## src/rtl/rle_pkg.sv

```systemverilog
// Shared definitions for the RLE encoder/decoder pair: word layout, FSM states
// and a helper for the bit-position counter width.
package rle_pkg;

  localparam int COUNT_W = 23;
  localparam int DATA_W  = 8;
  localparam int WORD_W  = COUNT_W + 1;
  localparam int ID_BIT  = 23;
  localparam int RUN_MSB = 22;
  localparam int RUN_LSB = 0;

  typedef enum logic [3:0] {
    IDLE,
    REQUEST_INPUT,
    WAIT_INPUT,
    READ_INPUT,
    FILL,
    WRITE_OUTPUT,
    WAIT_OUTPUT,
    FLUSH,
    DONE
  } state_t;

  // One extra bit so the counter can hold DATA_W itself (byte full).
  function automatic int pos_width(input int data_w);
    return $clog2(data_w) + 1;
  endfunction

endpackage

```

## src/rtl/rle_dec_pack.sv

```systemverilog
// Byte packer for rle_dec: bit position, LSB-first out_data assembly and byte-full flag.
// RLE_DEC_FAST_FILL_EN: write min(run, room) bits per fill instead of one.
module rle_dec_pack #(
  parameter int COUNT_W = rle_pkg::COUNT_W,
  parameter int DATA_W  = rle_pkg::DATA_W
) (
  input  logic                                  clk,
  input  logic                                  rst,
  input  logic                                  fill_en,
  input  logic                                  clear,
  input  logic                                  value,
  input  logic [COUNT_W-1:0]                    run,
  output logic [rle_pkg::pos_width(DATA_W)-1:0] take,
  output logic                                  byte_full,
  output logic [rle_pkg::pos_width(DATA_W)-1:0] bit_pos,
  output logic [DATA_W-1:0]                     out_data
);
  import rle_pkg::*;

  localparam int POS_W = pos_width(DATA_W);

  logic [POS_W-1:0]  bit_pos_reg;
  logic [DATA_W-1:0] data_reg;
  logic [POS_W-1:0]  end_pos;
  logic [DATA_W-1:0] mask;

`ifdef RLE_DEC_FAST_FILL_EN
  logic [POS_W-1:0] room;

  always_comb begin
    room = POS_W'(DATA_W) - bit_pos_reg;
    take = room;
    if (run < COUNT_W'(room)) begin
      take = run[POS_W-1:0];
    end
  end
`else
  always_comb begin
    take = (run == '0) ? '0 : POS_W'(1);
  end
`endif

  assign end_pos   = bit_pos_reg + take;
  assign byte_full = (end_pos == POS_W'(DATA_W));

  // Bits [end_pos-1:bit_pos] are the ones written this fill.
  genvar gi;
  generate
    for (gi = 0; gi < DATA_W; gi++) begin : g_mask
      assign mask[gi] = (POS_W'(gi) >= bit_pos_reg) && (POS_W'(gi) < end_pos);
    end
  endgenerate

  always_ff @(posedge clk or negedge rst) begin
    if (!rst) begin
      bit_pos_reg <= '0;
      data_reg    <= '0;
    end else if (clear) begin
      bit_pos_reg <= '0;
      data_reg    <= '0;
    end else if (fill_en) begin
      bit_pos_reg <= end_pos;
      data_reg    <= value ? (data_reg | mask) : (data_reg & ~mask);
    end
  end

  assign bit_pos  = bit_pos_reg;
  assign out_data = data_reg;

endmodule

```

## src/rtl/rle_dec.sv

```systemverilog
// Run-length decoder: pops {bit_id, run_len} words and re-emits the bit stream as LSB-first bytes.
// RLE_DEC_FAST_FILL_EN (in rle_dec_pack) selects multi-bit fill; byte stream is identical either way.
module rle_dec #(
  parameter int COUNT_W = rle_pkg::COUNT_W,
  parameter int DATA_W  = rle_pkg::DATA_W
) (
  input  logic              clk,
  input  logic              rst,
  input  logic              recv_ready,
  input  logic              send_ready,
  input  logic [COUNT_W:0]  in_data,
  input  logic              end_of_stream,
  output logic              rd_req,
  output logic              wr_req,
  output logic [DATA_W-1:0] out_data,
  output logic              done
);
  import rle_pkg::*;

  localparam int POS_W = pos_width(DATA_W);

  state_t             state_reg, state_next;
  logic [COUNT_W-1:0] run_reg, run_next;
  logic               value_reg, value_next;
  logic               flush_reg, flush_next;
  logic               rd_req_reg, rd_req_next;
  logic               wr_req_reg, wr_req_next;
  logic               done_reg, done_next;

  logic               fill_en;
  logic               clear_byte;
  logic [POS_W-1:0]   take;
  logic               byte_full;
  logic [POS_W-1:0]   bit_pos;

  rle_dec_pack #(
    .COUNT_W (COUNT_W),
    .DATA_W  (DATA_W)
  ) u_pack (
    .clk       (clk),
    .rst       (rst),
    .fill_en   (fill_en),
    .clear     (clear_byte),
    .value     (value_reg),
    .run       (run_reg),
    .take      (take),
    .byte_full (byte_full),
    .bit_pos   (bit_pos),
    .out_data  (out_data)
  );

  always_ff @(posedge clk or negedge rst) begin
    if (!rst) begin
      state_reg  <= IDLE;
      run_reg    <= '0;
      value_reg  <= 1'b0;
      flush_reg  <= 1'b0;
      rd_req_reg <= 1'b0;
      wr_req_reg <= 1'b0;
      done_reg   <= 1'b0;
    end else begin
      state_reg  <= state_next;
      run_reg    <= run_next;
      value_reg  <= value_next;
      flush_reg  <= flush_next;
      rd_req_reg <= rd_req_next;
      wr_req_reg <= wr_req_next;
      done_reg   <= done_next;
    end
  end

  always_comb begin
    state_next  = state_reg;
    run_next    = run_reg;
    value_next  = value_reg;
    flush_next  = flush_reg;
    rd_req_next = 1'b0;
    wr_req_next = 1'b0;
    done_next   = 1'b0;
    fill_en     = 1'b0;
    clear_byte  = 1'b0;
    case (state_reg)
      IDLE: state_next = REQUEST_INPUT;
      // Pending words always take priority over end_of_stream.
      REQUEST_INPUT: begin
        if (recv_ready) begin
          rd_req_next = 1'b1;
          state_next  = WAIT_INPUT;
        end else if (end_of_stream) begin
          state_next = (bit_pos != '0) ? FLUSH : DONE;
        end
      end
      WAIT_INPUT: state_next = READ_INPUT;
      READ_INPUT: begin
        value_next = in_data[COUNT_W];
        run_next   = in_data[COUNT_W-1:0];
        state_next = (in_data[COUNT_W-1:0] == '0) ? REQUEST_INPUT : FILL;
      end
      FILL: begin
        fill_en  = 1'b1;
        run_next = run_reg - COUNT_W'(take);
        if (byte_full) begin
          state_next = WRITE_OUTPUT;
        end else if (run_next == '0) begin
          state_next = REQUEST_INPUT;
        end
      end
      WRITE_OUTPUT: begin
        if (send_ready) begin
          wr_req_next = 1'b1;
          state_next  = WAIT_OUTPUT;
        end
      end
      WAIT_OUTPUT: begin
        clear_byte = 1'b1;
        flush_next = 1'b0;
        if (flush_reg) begin
          state_next = DONE;
        end else if (run_reg != '0) begin
          state_next = FILL;
        end else begin
          state_next = REQUEST_INPUT;
        end
      end
      FLUSH: begin
        flush_next = 1'b1;
        state_next = WRITE_OUTPUT;
      end
      DONE: begin
        done_next  = 1'b1;
        run_next   = '0;
        value_next = 1'b0;
        flush_next = 1'b0;
        clear_byte = 1'b1;
        state_next = IDLE;
      end
      default: state_next = IDLE;
    endcase
  end

  assign rd_req = rd_req_reg;
  assign wr_req = wr_req_reg;
  assign done   = done_reg;

endmodule

```

## config.mk

```make
export PLATFORM = sky130hd
export DESIGN_NAME = rle_dec
export DESIGN_NICKNAME = d
export VERILOG_FILES = /design/src/rtl/rle_pkg.sv /design/src/rtl/rle_dec_pack.sv /design/src/rtl/rle_dec.sv
export SDC_FILE = /design/constraint.sdc
export NUM_CORES = 1
export LEC_CHECK = 0
export BUFFER_PORTS_ARGS = -buffer_cell sky130_fd_sc_hd__buf_2
export CELL_PAD_IN_SITES_DETAIL_PLACEMENT = 1
export CELL_PAD_IN_SITES_GLOBAL_PLACEMENT = 2
export CORE_MARGIN = 1.5
export CORE_UTILIZATION = 31
export CTS_CLUSTER_DIAMETER = 80
export DETAILED_ROUTE_END_ITERATION = 10
export HOLD_SLACK_MARGIN = 0.15
export PLACE_DENSITY = 0.77
export SLEW_MARGIN = 20
export SYNTH_ARGS = -nofsm -noshare
export SYNTH_HDL_FRONTEND = slang
export SYNTH_SLANG_ARGS = --single-unit
```

## constraint.sdc

```tcl
create_clock -name clk -period 2.7 [get_ports clk]
set_clock_uncertainty 0.1 [all_clocks]
set_input_delay 0.54 -clock clk [delete_from_list [all_inputs] [get_ports clk]]
set_output_delay 0.54 -clock clk [all_outputs]
set_load 0.02 [all_outputs]
```

# After elaboration in Yosys (flattened, before gate mapping)
# Index checks and enable logic that the tools add are counted.
# word_totals
reg_bits,44
elab_cells,88
# op_classes
n_lt_le_gt_ge,16
bitwise,3
mux,26
n_reduce_logical,20
add_sub_neg,2
n_eq_ne,12
# ops
op,n
$logic_not A23 Y1,3
$pmux W23 S3,1
$mux W4,9
$pmux W4 S8,1
$mux W8,3
$reduce_bool A23 Y1,1
$sub A23 B4 Y23,1
$eq A4 B3 Y1 const B,4
$ge A3 B4 Y1 const A,4
$lt A3 B4 Y1 const A,4
$and A8 B8 Y8,1
$eq A4 B2 Y1 const B,2
$eq A4 B4 Y1 const B,2
$ge A1 B4 Y1 const A,2
$ge A2 B4 Y1 const A,2
$logic_and A1 B1 Y1,8
$lt A1 B4 Y1 const A,2
$lt A2 B4 Y1 const A,2
$mux W1,8
$not A8 Y8,1
$or A8 B8 Y8,1
$mux W3,2
$ne A3 B3 Y1 const B,2
$reduce_bool A2 Y1,3
other kinds (9),10

# Depth between registers and ports, before layout
# depth
depth_word,10
ltp_mapped,14
ltp_nobuf,12

# By module
# From an unflattened synthesis, not the netlist that was laid out.
# unflattened
hier_cells,383
hier_area_um2,3204.3
# by_module_without_submodules
module,cells_each,n_inst,area_each_um2,seq_area_each_um2
rle_dec,296,1,2369.8,800.8
rle_dec_pack,87,1,834.6,300.3

# Worst setup path after synthesis
# No wires, ideal clock.
# synth_path
path_type,register -> register
start,register run_reg[4]
end,register state_reg[2]
t_arrival_ps,2716
t_required_ps,2459
period_less_slack_ps,2958
setup_slack_ps,-258
path_stages_with_launch,15
n_path_buf,2
path_cell_list,dfrtp_1 clkbuf_1 nor3_1 nand4_1 nor3_1 inv_1 ha_1 ha_1 clkbuf_2 nor3b_4 nand3_1 xnor2_1 o211ai_2 o31ai_1 o211ai_1
# synth_via
elab_chain_cells,6
# synth_lines
item,line,text
from (decl),rle_dec.sv:23,"logic [COUNT_W-1:0] run_reg, run_next;"
from (signal assigned),rle_dec.sv:63,run_reg <= run_next;
$logic_not A23 Y1,rle_dec_pack.sv:39,take = (run == '0) ? '0 : POS_W'(1);
$mux W1,rle_dec_pack.sv:39,
$sub A23 B4 Y23 / $add A4 B4 Y4 (equally long branches),"rle_dec.sv:101, rle_dec_pack.sv:43",
$logic_not A23 Y1 / $eq A4 B4 Y1 (equally long branches),"rle_dec.sv:104, rle_dec_pack.sv:44",
$ne A3 B3 Y1 (no line) / $mux W4 (equally long branches),--,
$reduce_and A3 Y1 (no line) / $pmux W4 S8 (equally long branches),--,
to (signal assigned),rle_dec.sv:62,state_reg <= state_next;
to (decl),rle_dec.sv:22,"state_t state_reg, state_next;"
# Several ways; a longest one is shown, not always the timed one.
# A chain may end at the register's enable or synchronous reset.

# Final worst setup path
# layout_path
start,register run_reg[9]
end,register state_reg[0]
# Same word-level chain as after synthesis.

==> results.md <==
- Setup TNS: -531 ps
- Netlist cell types: 55
- Die X-Extent: 101 µm
- Cell Rows: 35
- Htree depth: 2
- Nets: around 480
- Ys flop type: dfrtp_1
- Initial antenna violation count: 0
- Port buffer count: 39
- Leading cell type in the layout, fill and taps excluded: buf_4
- Max clock buf depth: 2
- Synthesized Nets: 396
- RD Place Congestion: between 0.8 and 0.9
- Slew Limit Headroom: 0.491
- Switching power: between 2 and 2.5 mW
- Pint: 2.60 mW
- Slowest stage delay, CP: 430 ps
- CP delay by family, top: simple AND/OR/NAND/NOR gates
- DRT iter0 DRCs: 97
- Cells after synthesis: ~360
- Critical Path Fanout Max: 3
- VDD IR max: 0.414 mV
- Antenna diodes: 0
- Crit path to: state_reg[0]
- Worst path bufs/invs: 1
- Fin crit share: 1.07
- Placed Area: 3720 µm²
- Reg2Reg Launch Point: run_reg[9]
- Iteration count of the initial detailed-routing pass: 4
- Post-layout util: 0.437
- CP Data Arrival Time: between 2000 and 3000 ps
- Hpwl dp: ~8000 µm
- Hold slack: 207 ps
- Hold Violations, Final: 0
- Final setup vio count: 6
- Post-layout min period: 2890 ps
- Fin area: 4040 µm²
- WL/cell: ~19 µm
- R2R cell count: 12
- Synth warn: 0
- Largest net degree at the start of global routing: 45
- GRT Total Usage: 0.218
- CP Launch Point: run_reg[9]
- Worst R2R Setup Slack: -190 ps
- Die area: 10200 µm²
- First-pass GRT wire length: 17300 µm
- Tot Pwr: 4.97 mW
- Layout area overhead: 36.0%
- Critical Path Stages: 12
- Initial Utilization: 0.321
- Outcome: finished with violations
- Post-synth EDFFs: 0
- Unrepaired setup endpoints after global routing: yes
- Sink Count: 44
- Via Count: 3211
- Inserted Clock Buffers: 5
- Final Max Tran Viols: 0
- Peak Freq: 346 MHz
- Crit end category: flip-flop
- Most frequent cells in the layout: buf_4, nor2_1, dfrtp_1
- DRC: 0
- Total Wirelength: around 11000 µm
- Pwr dens: 1230 nW/µm²
- Critical Path Source Type: flip-flop
- Slew @ Worst Pin: 757 ps
- Logic gate share of total power: 0.643
- Failing checks: negative setup slack
- Slowest CP cell: dfrtp_2
- Clock tree from TritonCTS: yes
- Setup CP Type: reg -> reg
- Root buffer cell: clkbuf_8
- Mapped cell area: 2970 µm²
- Reg clk slew, reported paths: 100 ps
- Pre-CTS setup slack: -311 ps
- Clk pwr share: 0.113
- Final worst slack: -189 ps
- Core Area: 9240 µm²
- Critical Path, Cell by Cell: nor4_4, nand2_2, nor3_4, inv_2, ha_1, ha_4, nand2b_1, and3_1, nor2b_2, nor2_1, o31ai_2, a21boi_2
- Post-synthesis average cell area: approximately 8.2 µm²
- Die height: 101 µm
- Vias/cell: 5.56
- Worst reg2reg endpoint: state_reg[0]
- Sw Ratio: 0.478
- Layout cells sized above 1: 0.343
- Seq/Total Area, Yosys: 0.371
- Cell total after placement: 567
- Sequential Power Share: 0.244
- Max-cap viol count: 0
- Final std cells w/o fill: 578
- Max FFs per register: 23
- Vias in the first global route: about 3.4k
- Async S/R FF share, synth: 1.00
- Flops & latches, synth: 44
- Worst Hold Class: in -> async
- Worst skew pair latency: 300 ps
- Post-route ant nets: 0
- Gr ovfl total: 0
- Io pins: 40
- Req. time, crit path: between 2000 and 3000 ps
- P_leak: ~1.7 nW
[per-layer routing]
layer | global-route usage | up-vias | share of wire
met4 | 0.0618 | 0 | 0.021
met3 | 0.0291 | 17 | 0.038
li1 | - | 1521 | -
met1 | 0.281 | 1602 | 0.43
met2 | 0.383 | 71 | 0.51
met5 | 0 | - | 0
[logic make-up after synthesis]
kind of cell | Yosys count | synth area share
AOI/OAI and AO/OA | 116 | 0.250
adders and majority gates | 4 | 0.0169
buffers and inverters | 36 | 0.0493
xor gates and xnor gates | 5 | 0.0148
muxes | 1 | 0.00379
DFF | 44 | 0.371
and+or+nand+nor | 157 | 0.294
[final cells by class]
class                   instances  area, µm²
clock inverters                 2       38.8
repair buffers                101        664
multi-input cells             283       1940
well taps                     129        161
fillers                      1119       5200
inverters                      13       48.8
flip-flops and latches         44       1100
clock buffers                   6       82.6
[synthesized netlist by cell type (2+ instances only)]
cell       instances  area, µm²
or4_1              2       15.0
a22o_1             3       26.3
o211ai_1           2       15.0
o31ai_1            3       22.5
o21ai_0           45        225
nand3_1           12       60.1
nor4_4             2       42.5
o22ai_1            3       18.8
nor3_1            14       70.1
nand4_1            4       25.0
o21a_1             3       22.5
o311ai_1           2       17.5
xor2_1             2       17.5
nor4b_2            2       30.0
xnor2_1            3       26.3
o2bb2ai_1          2       17.5
nand2_1           27        101
a21oi_1           23        115
buf_2              8       40.0
clkbuf_1          14       52.6
a31oi_1            2       12.5
nor4_1            13       81.3
a221oi_1           4       35.0
a32oi_1            7       61.3
a22oi_1            3       22.5
o311ai_0           2       17.5
nor4_2             2       25.0
ha_1               4       50.1
and3_1             4       25.0
nand2b_1           6       37.5
nor3b_1            5       37.5
inv_1             13       48.8
nor2_1            51        191
nor2b_1            4       25.0
a221o_1            4       40.0
dfrtp_1           44       1100
[worst reg2reg max path, stage by stage (launching register included)]
cell and delay (ps):
dfrtp_2 430, nor4_4 330, nand2_2 130, nor3_4 240, inv_2 100, ha_1 230
ha_4 170, nand2b_1 170, and3_1 230, nor2b_2 170, nor2_1 200, o31ai_2 120
a21boi_2 160
[power groups by stage]
stage,combinational (mW),sequential [mW],clock (mW)
2_1_floorplan,1.74,1.20,0
3_3_place_gp,2.85,1.20,0
3_5_place_dp,2.92,1.20,0
4_1_cts,3.08,1.20,0.584
5_1_grt,3.49,1.25,0.606
6_report,3.20,1.21,0.562
[what timing repair did]
item	4_1_cts	5_1_grt
endpoints found under the setup margin	11	19
cloned	0	0
resized for setup	18	21
hold buffers	0	0
pin swaps	9	10
buffers inserted	2	1
[worst min-delay path by stage]
stage                                     to                from
after floorplan                         done                 rst
after global placement    u_pack.out_data[2]  u_pack.out_data[2]
after detailed placement  u_pack.out_data[0]  u_pack.out_data[0]
after CTS                         run_reg[4]                 rst
after global routing              run_reg[4]                 rst
final                             run_reg[4]                 rst
Power figures use the tool's default switching activity.
